### config.mk
export PLATFORM = sky130hd
export DESIGN_NAME = clock_set_controller
export DESIGN_NICKNAME = d
export VERILOG_FILES = /design/src/rtl/clock_ctrl_pkg.sv /design/src/rtl/button_debounce.sv /design/src/rtl/clock_set_controller.sv
export SDC_FILE = /design/constraint.sdc
export NUM_CORES = 1
export LEC_CHECK = 0
export ABC_AREA = 1
export ABC_CLOCK_PERIOD_IN_PS = 2100
export CELL_PAD_IN_SITES_DETAIL_PLACEMENT = 0
export CELL_PAD_IN_SITES_GLOBAL_PLACEMENT = 1
export CORE_UTILIZATION = 44
export DETAILED_ROUTE_END_ITERATION = 10
export PLACE_DENSITY = 0.85
export SLEW_MARGIN = 10
export SYNTH_ARGS = -nofsm -noshare
export SYNTH_HDL_FRONTEND = slang
export SYNTH_SLANG_ARGS = --single-unit
export TNS_END_PERCENT = 1
### constraint.sdc
create_clock -name clk -period 2.1 [get_ports clk]
set_clock_uncertainty 0.15 [all_clocks]
set_input_delay 0.315 -clock clk [delete_from_list [all_inputs] [get_ports clk]]
set_output_delay 0.315 -clock clk [all_outputs]
set_load 0.03 [all_outputs]
### src/rtl/clock_ctrl_pkg.sv
// Shared state encoding and small elaboration helpers for the clock set controller.
package clock_ctrl_pkg;

  localparam logic [1:0] ST_RUN     = 2'd0;
  localparam logic [1:0] ST_SET_HR  = 2'd1;
  localparam logic [1:0] ST_SET_MIN = 2'd2;
  localparam logic [1:0] ST_SET_SEC = 2'd3;

  typedef enum logic [1:0] {
    S_RUN     = ST_RUN,
    S_SET_HR  = ST_SET_HR,
    S_SET_MIN = ST_SET_MIN,
    S_SET_SEC = ST_SET_SEC
  } state_e;

  // Mode button walks the states in a fixed ring.
  function automatic state_e next_mode(input state_e s);
    case (s)
      S_RUN:     return S_SET_HR;
      S_SET_HR:  return S_SET_MIN;
      S_SET_MIN: return S_SET_SEC;
      default:   return S_RUN;
    endcase
  endfunction

  function automatic int unsigned cnt_w(input int unsigned n);
    return (n > 1) ? $clog2(n) : 1;
  endfunction

  function automatic int unsigned max_u(input int unsigned a, input int unsigned b);
    return (a > b) ? a : b;
  endfunction

endpackage

### src/rtl/button_debounce.sv
// Two-flop synchronizer, counting debouncer and single-cycle press detector for one button.
module button_debounce
  import clock_ctrl_pkg::*;
#(
  parameter int unsigned DEBOUNCE_CYCLES = 500_000
) (
  input  logic clk,
  input  logic reset,
  input  logic raw,
  output logic level,
  output logic press
);

  localparam int unsigned    CW       = cnt_w(DEBOUNCE_CYCLES);
  localparam logic [CW-1:0]  CNT_LAST = CW'(DEBOUNCE_CYCLES - 1);

  logic          r_sync_p0;
  logic          r_sync_p1;
  logic          r_stable;
  logic          r_stable_d;
  logic          r_press;
  logic [CW-1:0] r_cnt;

  always_ff @(posedge clk) begin
    if (reset) begin
      r_sync_p0  <= 1'b0;
      r_sync_p1  <= 1'b0;
      r_stable   <= 1'b0;
      r_stable_d <= 1'b0;
      r_press    <= 1'b0;
      r_cnt      <= '0;
    end else begin
      // stage p0/p1: metastability guard on the raw pin
      r_sync_p0  <= raw;
      r_sync_p1  <= r_sync_p0;
      r_stable_d <= r_stable;
      r_press    <= r_stable & ~r_stable_d;
      // stage debounce: level only moves after an unbroken run of disagreement
      if (r_sync_p1 == r_stable) begin
        r_cnt <= '0;
      end else if (r_cnt == CNT_LAST) begin
        r_stable <= r_sync_p1;
        r_cnt    <= '0;
      end else begin
        r_cnt <= r_cnt + CW'(1);
      end
    end
  end

  assign level = r_stable;
  assign press = r_press;

endmodule

### src/rtl/clock_set_controller.sv
// Clock control front end: seconds prescaler, button debouncing, RUN/SET mode FSM and increment steering.
// Optional feature: define AUTO_REPEAT_EN to get held-button auto-repeat on the increment button.
module clock_set_controller
  import clock_ctrl_pkg::*;
#(
  parameter int unsigned CLK_DIV         = 50_000_000,
  parameter int unsigned DEBOUNCE_CYCLES = 500_000
`ifdef AUTO_REPEAT_EN
  ,
  parameter int unsigned REPEAT_DELAY    = 25_000_000,
  parameter int unsigned REPEAT_PERIOD   = 5_000_000
`endif
) (
  input  logic       clk,
  input  logic       reset,
  input  logic       btn_mode,
  input  logic       btn_inc,
  output logic       sec_tick,
  output logic       set_hr,
  output logic       set_min,
  output logic       set_sec,
  output logic       inc_hr,
  output logic       inc_min,
  output logic       inc_sec,
  output logic [1:0] mode
);

  localparam int unsigned   PW         = cnt_w(CLK_DIV);
  localparam logic [PW-1:0] PRESC_LAST = PW'(CLK_DIV - 1);

  logic   w_mode_level;
  logic   w_mode_press;
  logic   w_inc_level;
  logic   w_inc_press;
  logic   w_rep_fire;
  logic   w_inc_fire;
  logic   w_unused_levels;
  state_e w_state_nxt;

  state_e        r_state;
  logic [PW-1:0] r_presc;
  logic          r_sec_tick;
  logic          r_set_hr;
  logic          r_set_min;
  logic          r_set_sec;
  logic          r_inc_hr;
  logic          r_inc_min;
  logic          r_inc_sec;

  button_debounce #(
    .DEBOUNCE_CYCLES (DEBOUNCE_CYCLES)
  ) u_db_mode (
    .clk   (clk),
    .reset (reset),
    .raw   (btn_mode),
    .level (w_mode_level),
    .press (w_mode_press)
  );

  button_debounce #(
    .DEBOUNCE_CYCLES (DEBOUNCE_CYCLES)
  ) u_db_inc (
    .clk   (clk),
    .reset (reset),
    .raw   (btn_inc),
    .level (w_inc_level),
    .press (w_inc_press)
  );

  assign w_unused_levels = w_mode_level ^ w_inc_level;

  // A mode press always takes priority; a coincident inc press is dropped.
  assign w_state_nxt = w_mode_press ? next_mode(r_state) : r_state;
  assign w_inc_fire  = !w_mode_press && (r_state != S_RUN) && (w_inc_press || w_rep_fire);

`ifdef AUTO_REPEAT_EN
  localparam int unsigned   RW        = cnt_w(max_u(REPEAT_DELAY, REPEAT_PERIOD));
  localparam logic [RW-1:0] RPT_FIRST = RW'(REPEAT_DELAY - 1);
  localparam logic [RW-1:0] RPT_NEXT  = RW'(REPEAT_PERIOD - 1);

  logic          r_rep_act;
  logic          r_rep_first;
  logic [RW-1:0] r_rep_cnt;

  assign w_rep_fire = r_rep_act && w_inc_level &&
                      (r_rep_cnt == (r_rep_first ? RPT_FIRST : RPT_NEXT));

  // Counts cycles since the last issued pulse while inc stays held in one set state.
  always_ff @(posedge clk) begin
    if (reset) begin
      r_rep_act   <= 1'b0;
      r_rep_first <= 1'b0;
      r_rep_cnt   <= '0;
    end else if (w_mode_press || (r_state == S_RUN)) begin
      r_rep_act <= 1'b0;
      r_rep_cnt <= '0;
    end else if (w_inc_press) begin
      r_rep_act   <= 1'b1;
      r_rep_first <= 1'b1;
      r_rep_cnt   <= '0;
    end else if (r_rep_act) begin
      if (!w_inc_level) begin
        r_rep_act <= 1'b0;
        r_rep_cnt <= '0;
      end else if (w_rep_fire) begin
        r_rep_first <= 1'b0;
        r_rep_cnt   <= '0;
      end else begin
        r_rep_cnt <= r_rep_cnt + RW'(1);
      end
    end
  end
`else
  assign w_rep_fire = 1'b0;
`endif

  always_ff @(posedge clk) begin
    if (reset) begin
      r_state    <= S_RUN;
      r_presc    <= '0;
      r_sec_tick <= 1'b0;
      r_set_hr   <= 1'b0;
      r_set_min  <= 1'b0;
      r_set_sec  <= 1'b0;
      r_inc_hr   <= 1'b0;
      r_inc_min  <= 1'b0;
      r_inc_sec  <= 1'b0;
    end else begin
      r_state   <= w_state_nxt;
      r_set_hr  <= (w_state_nxt == S_SET_HR);
      r_set_min <= (w_state_nxt == S_SET_MIN);
      r_set_sec <= (w_state_nxt == S_SET_SEC);
      r_inc_hr  <= w_inc_fire && (r_state == S_SET_HR);
      r_inc_min <= w_inc_fire && (r_state == S_SET_MIN);
      r_inc_sec <= w_inc_fire && (r_state == S_SET_SEC);
      // Prescaler parks at zero whenever RUN is not being held, so re-entry restarts a full second.
      if ((r_state == S_RUN) && !w_mode_press) begin
        if (r_presc == PRESC_LAST) begin
          r_presc    <= '0;
          r_sec_tick <= 1'b1;
        end else begin
          r_presc    <= r_presc + PW'(1);
          r_sec_tick <= 1'b0;
        end
      end else begin
        r_presc    <= '0;
        r_sec_tick <= 1'b0;
      end
    end
  end

  assign sec_tick = r_sec_tick;
  assign set_hr   = r_set_hr;
  assign set_min  = r_set_min;
  assign set_sec  = r_set_sec;
  assign inc_hr   = r_inc_hr;
  assign inc_min  = r_inc_min;
  assign inc_sec  = r_inc_sec;
  assign mode     = r_state;

endmodule

==> results_dict.tcl <==
set metrics [dict create \
    status "finished clean" \
    min_path_cells 1 \
    max-cap-violations 0 \
    synth_top_area_share 0.4033 \
    drv_slew 0 \
    grt_overflow 0 \
    fin_ws_ns 0.1773 \
    viasPerCell 4.782 \
    synth_top_area_cell "dfxtp_1" \
    nFillCells 890 \
    die_h_um 98.77 \
    insertion_delay_ns 0.36 \
    crit_family "buffers and inverters" \
    cts_hold_buf 0 \
    slew_headroom 0.6916 \
    drive_gt1_frac 0.06113 \
    synth_nets 623 \
    n_antenna_cell 0 \
    start_util 0.4634 \
    die_area_mm2 0.009756 \
    hold_path_end "u_db_mode.press" \
    area_growth_pct 10.05 \
    gr-usage-all-layers 0.1896 \
    power_density_mw_per_mm2 601.7 \
    cts_max_path_buffers 2 \
    yosysWarnings 0 \
    core_area_mm2 0.008891 \
    post_cts_buffers 0 \
    path_clk_slew_ns 0.09 \
    fin_nets 644 \
    numClockSinks 83 \
    dp_slack_ns 0.07833 \
    dpl.hpwl_um 6318 \
    arrival_ns 1.46 \
    path_class "register to primary output" \
    first_pass_iters 4 \
    die_width_um 98.77 \
    worstMarginPinSlew_ns 0.4578 \
    vias 3567 \
    fin_setup_tns_ns 0 \
    grt_pass1_vias 3318 \
    fin_crit_ns 1.923 \
    grt_pass1_wl_um 14910 \
    post-route-period-util 0.9156 \
    worstPathRequired_ns 1.63 \
    synth_area_per_cell_um2 6.732 \
    r2r_cells 8 \
    gp_congestion 0.8310 \
    final-setup-viol-count 0 \
    detail-route-antenna-nets 0 \
    grt_max_degree 26 \
    startpoint_type "register" \
    path_max_fanout 5 \
    antenna_found_initial 0 \
    wl_um 8456 \
    cpMaxStageDelayCell "clkdlybuf4s50_1" \
    fin_total_pwr_mw 2.728 \
    min-delay-start "u_db_mode.r_stable_d" \
    max_freq_mhz 520.1 \
    drtIter0Drc 179 \
    ys_ff_latch 83 \
    rsz0062_at_grt "false" \
    cts_buffers 9 \
    cts_root_buffer "clkbuf_8" \
    pin_count 13 \
    hold_path_class "register to register" \
    end_kind "primary output" \
    synth_area_mm2 0.004120 \
    ir_worst_vdd_v 0.0003930 \
    slowest_delay_ns 0.70 \
    ys_seq_area_frac 0.4033 \
    cts.htree.levels 3 \
    synth_cell_types 25 \
    worstReg2RegEnd "r_presc[15]" \
    rr_startpoint "r_presc[0]" \
    timing_hold_violations_final 0 \
    p_leak_nw 1.491 \
    rows 34 \
    cts_resized 0 \
    wl_per_cell_um 11.34 \
    drc_errors 0 \
    synthCells 612 \
    crit_chain "clkdlybuf4s50_1" \
    portBuffers 12 \
    cts_tree "done" \
    worst-path-buf-inv 1 \
    ys_top_cells_by_area "dfxtp_1, nand2_1, nor2_1" \
    r2r_setup_slack_ns 0.27 \
]
==> synthesized netlist by cell type, drive strengths merged <==
library cell	n
nor2	153
and2	4
nand4	13
a21oi	24
nand2	159
inv	74
or2	6
buf	4
nor3	7
xnor2	11
nand3	39
ha	7
o21ai	11
o21bai	1
clkbuf	1
xor2	15
dfxtp	83
==> where the power goes <==
part	switching (mW)	internal [mW]
combinational	0.0315	0.0185
clock	0.640	0.448
sequential	0.00785	1.58
==> stage by stage <==
stage | utilization | instance area, µm² | hold WS [ns] | std cells
global route | 0.5100 | 4534 | 0.2747 | 746
global placement | 0.4896 | 4353 | 0.2302 | 730
CTS | 0.5100 | 4534 | 0.2525 | 746
floorplan | - | 4120 | 0.2232 | 612
detailed placement | 0.4896 | 4353 | 0.2336 | 730
finish | 0.5100 | 4534 | 0.2472 | 746
==> worst max path at each step <==
stage / end / slack (ns) / start / cells past startpoint
5_1_grt: r_presc[15] / 0.08 / r_presc[0] / 8
3_5_place_dp: r_presc[25] / 0.08 / reset / 4
3_3_place_gp: r_presc[25] / 0.15 / reset / 4
4_1_cts: mode[1] / 0.14 / mode[1] / 1
2_1_floorplan: set_hr / 0.38 / mode[0] / 6
6_report: mode[1] / 0.18 / mode[1] / 1
==> sequential cells by signal, summed over array words and instances (netlist names), 2 cells and up <==
signal,cells
mode,2
r_presc,26
u_db_mode.r_cnt,19
u_db_inc.r_cnt,19
==> logic make-up after synthesis <==
group / count (synthesis) / synth area share
AND/OR/NAND/NOR: 381 / 0.3975
flip-flops: 83 / 0.4033
buffers and inverters: 79 / 0.07835
AO/OA/AOI/OAI: 36 / 0.04434
XOR/XNOR: 26 / 0.05527
adder cells (fa/ha/maj): 7 / 0.02126
==> cell usage in the layout, fill, tap and decap left out, types with 4 or more instances in the layout <==
cell type and count:
dfxtp_1 83, clkbuf_8 9, o21ai_0 11, nor2_2 5, xor2_1 15, nand3_1 35, nand2_1 154, clkdlybuf4s50_1 12
nand4_1 13, nor2_1 144, or2_0 4, nor2_4 4, xnor2_1 11, a21oi_1 24, inv_1 74, nor3_1 7
ha_1 7, and2_1 4
==> layout make-up <==
cell class	count	area [µm²]	share of cell area
sequential	83	1662	0.3664
multi-input combinational	450	2136	0.4710
clock buffer	9	123.9	0.02732
tap	108	135.1	0.02980
timing repair buffer	15	142.6	0.03146
inverter	74	277.8	0.06126
clock inverter	7	57.56	0.01269
==> routing by layer <==
metal  vias up  track usage  share of wire
met4         0      0.06200          0.010
met5         -            0              0
met1      1585       0.2559           0.51
met2        46       0.2996           0.45
met3         7      0.04397          0.033
li1       1929            -              -
No activity file was read; power rests on OpenSTA's default activity.
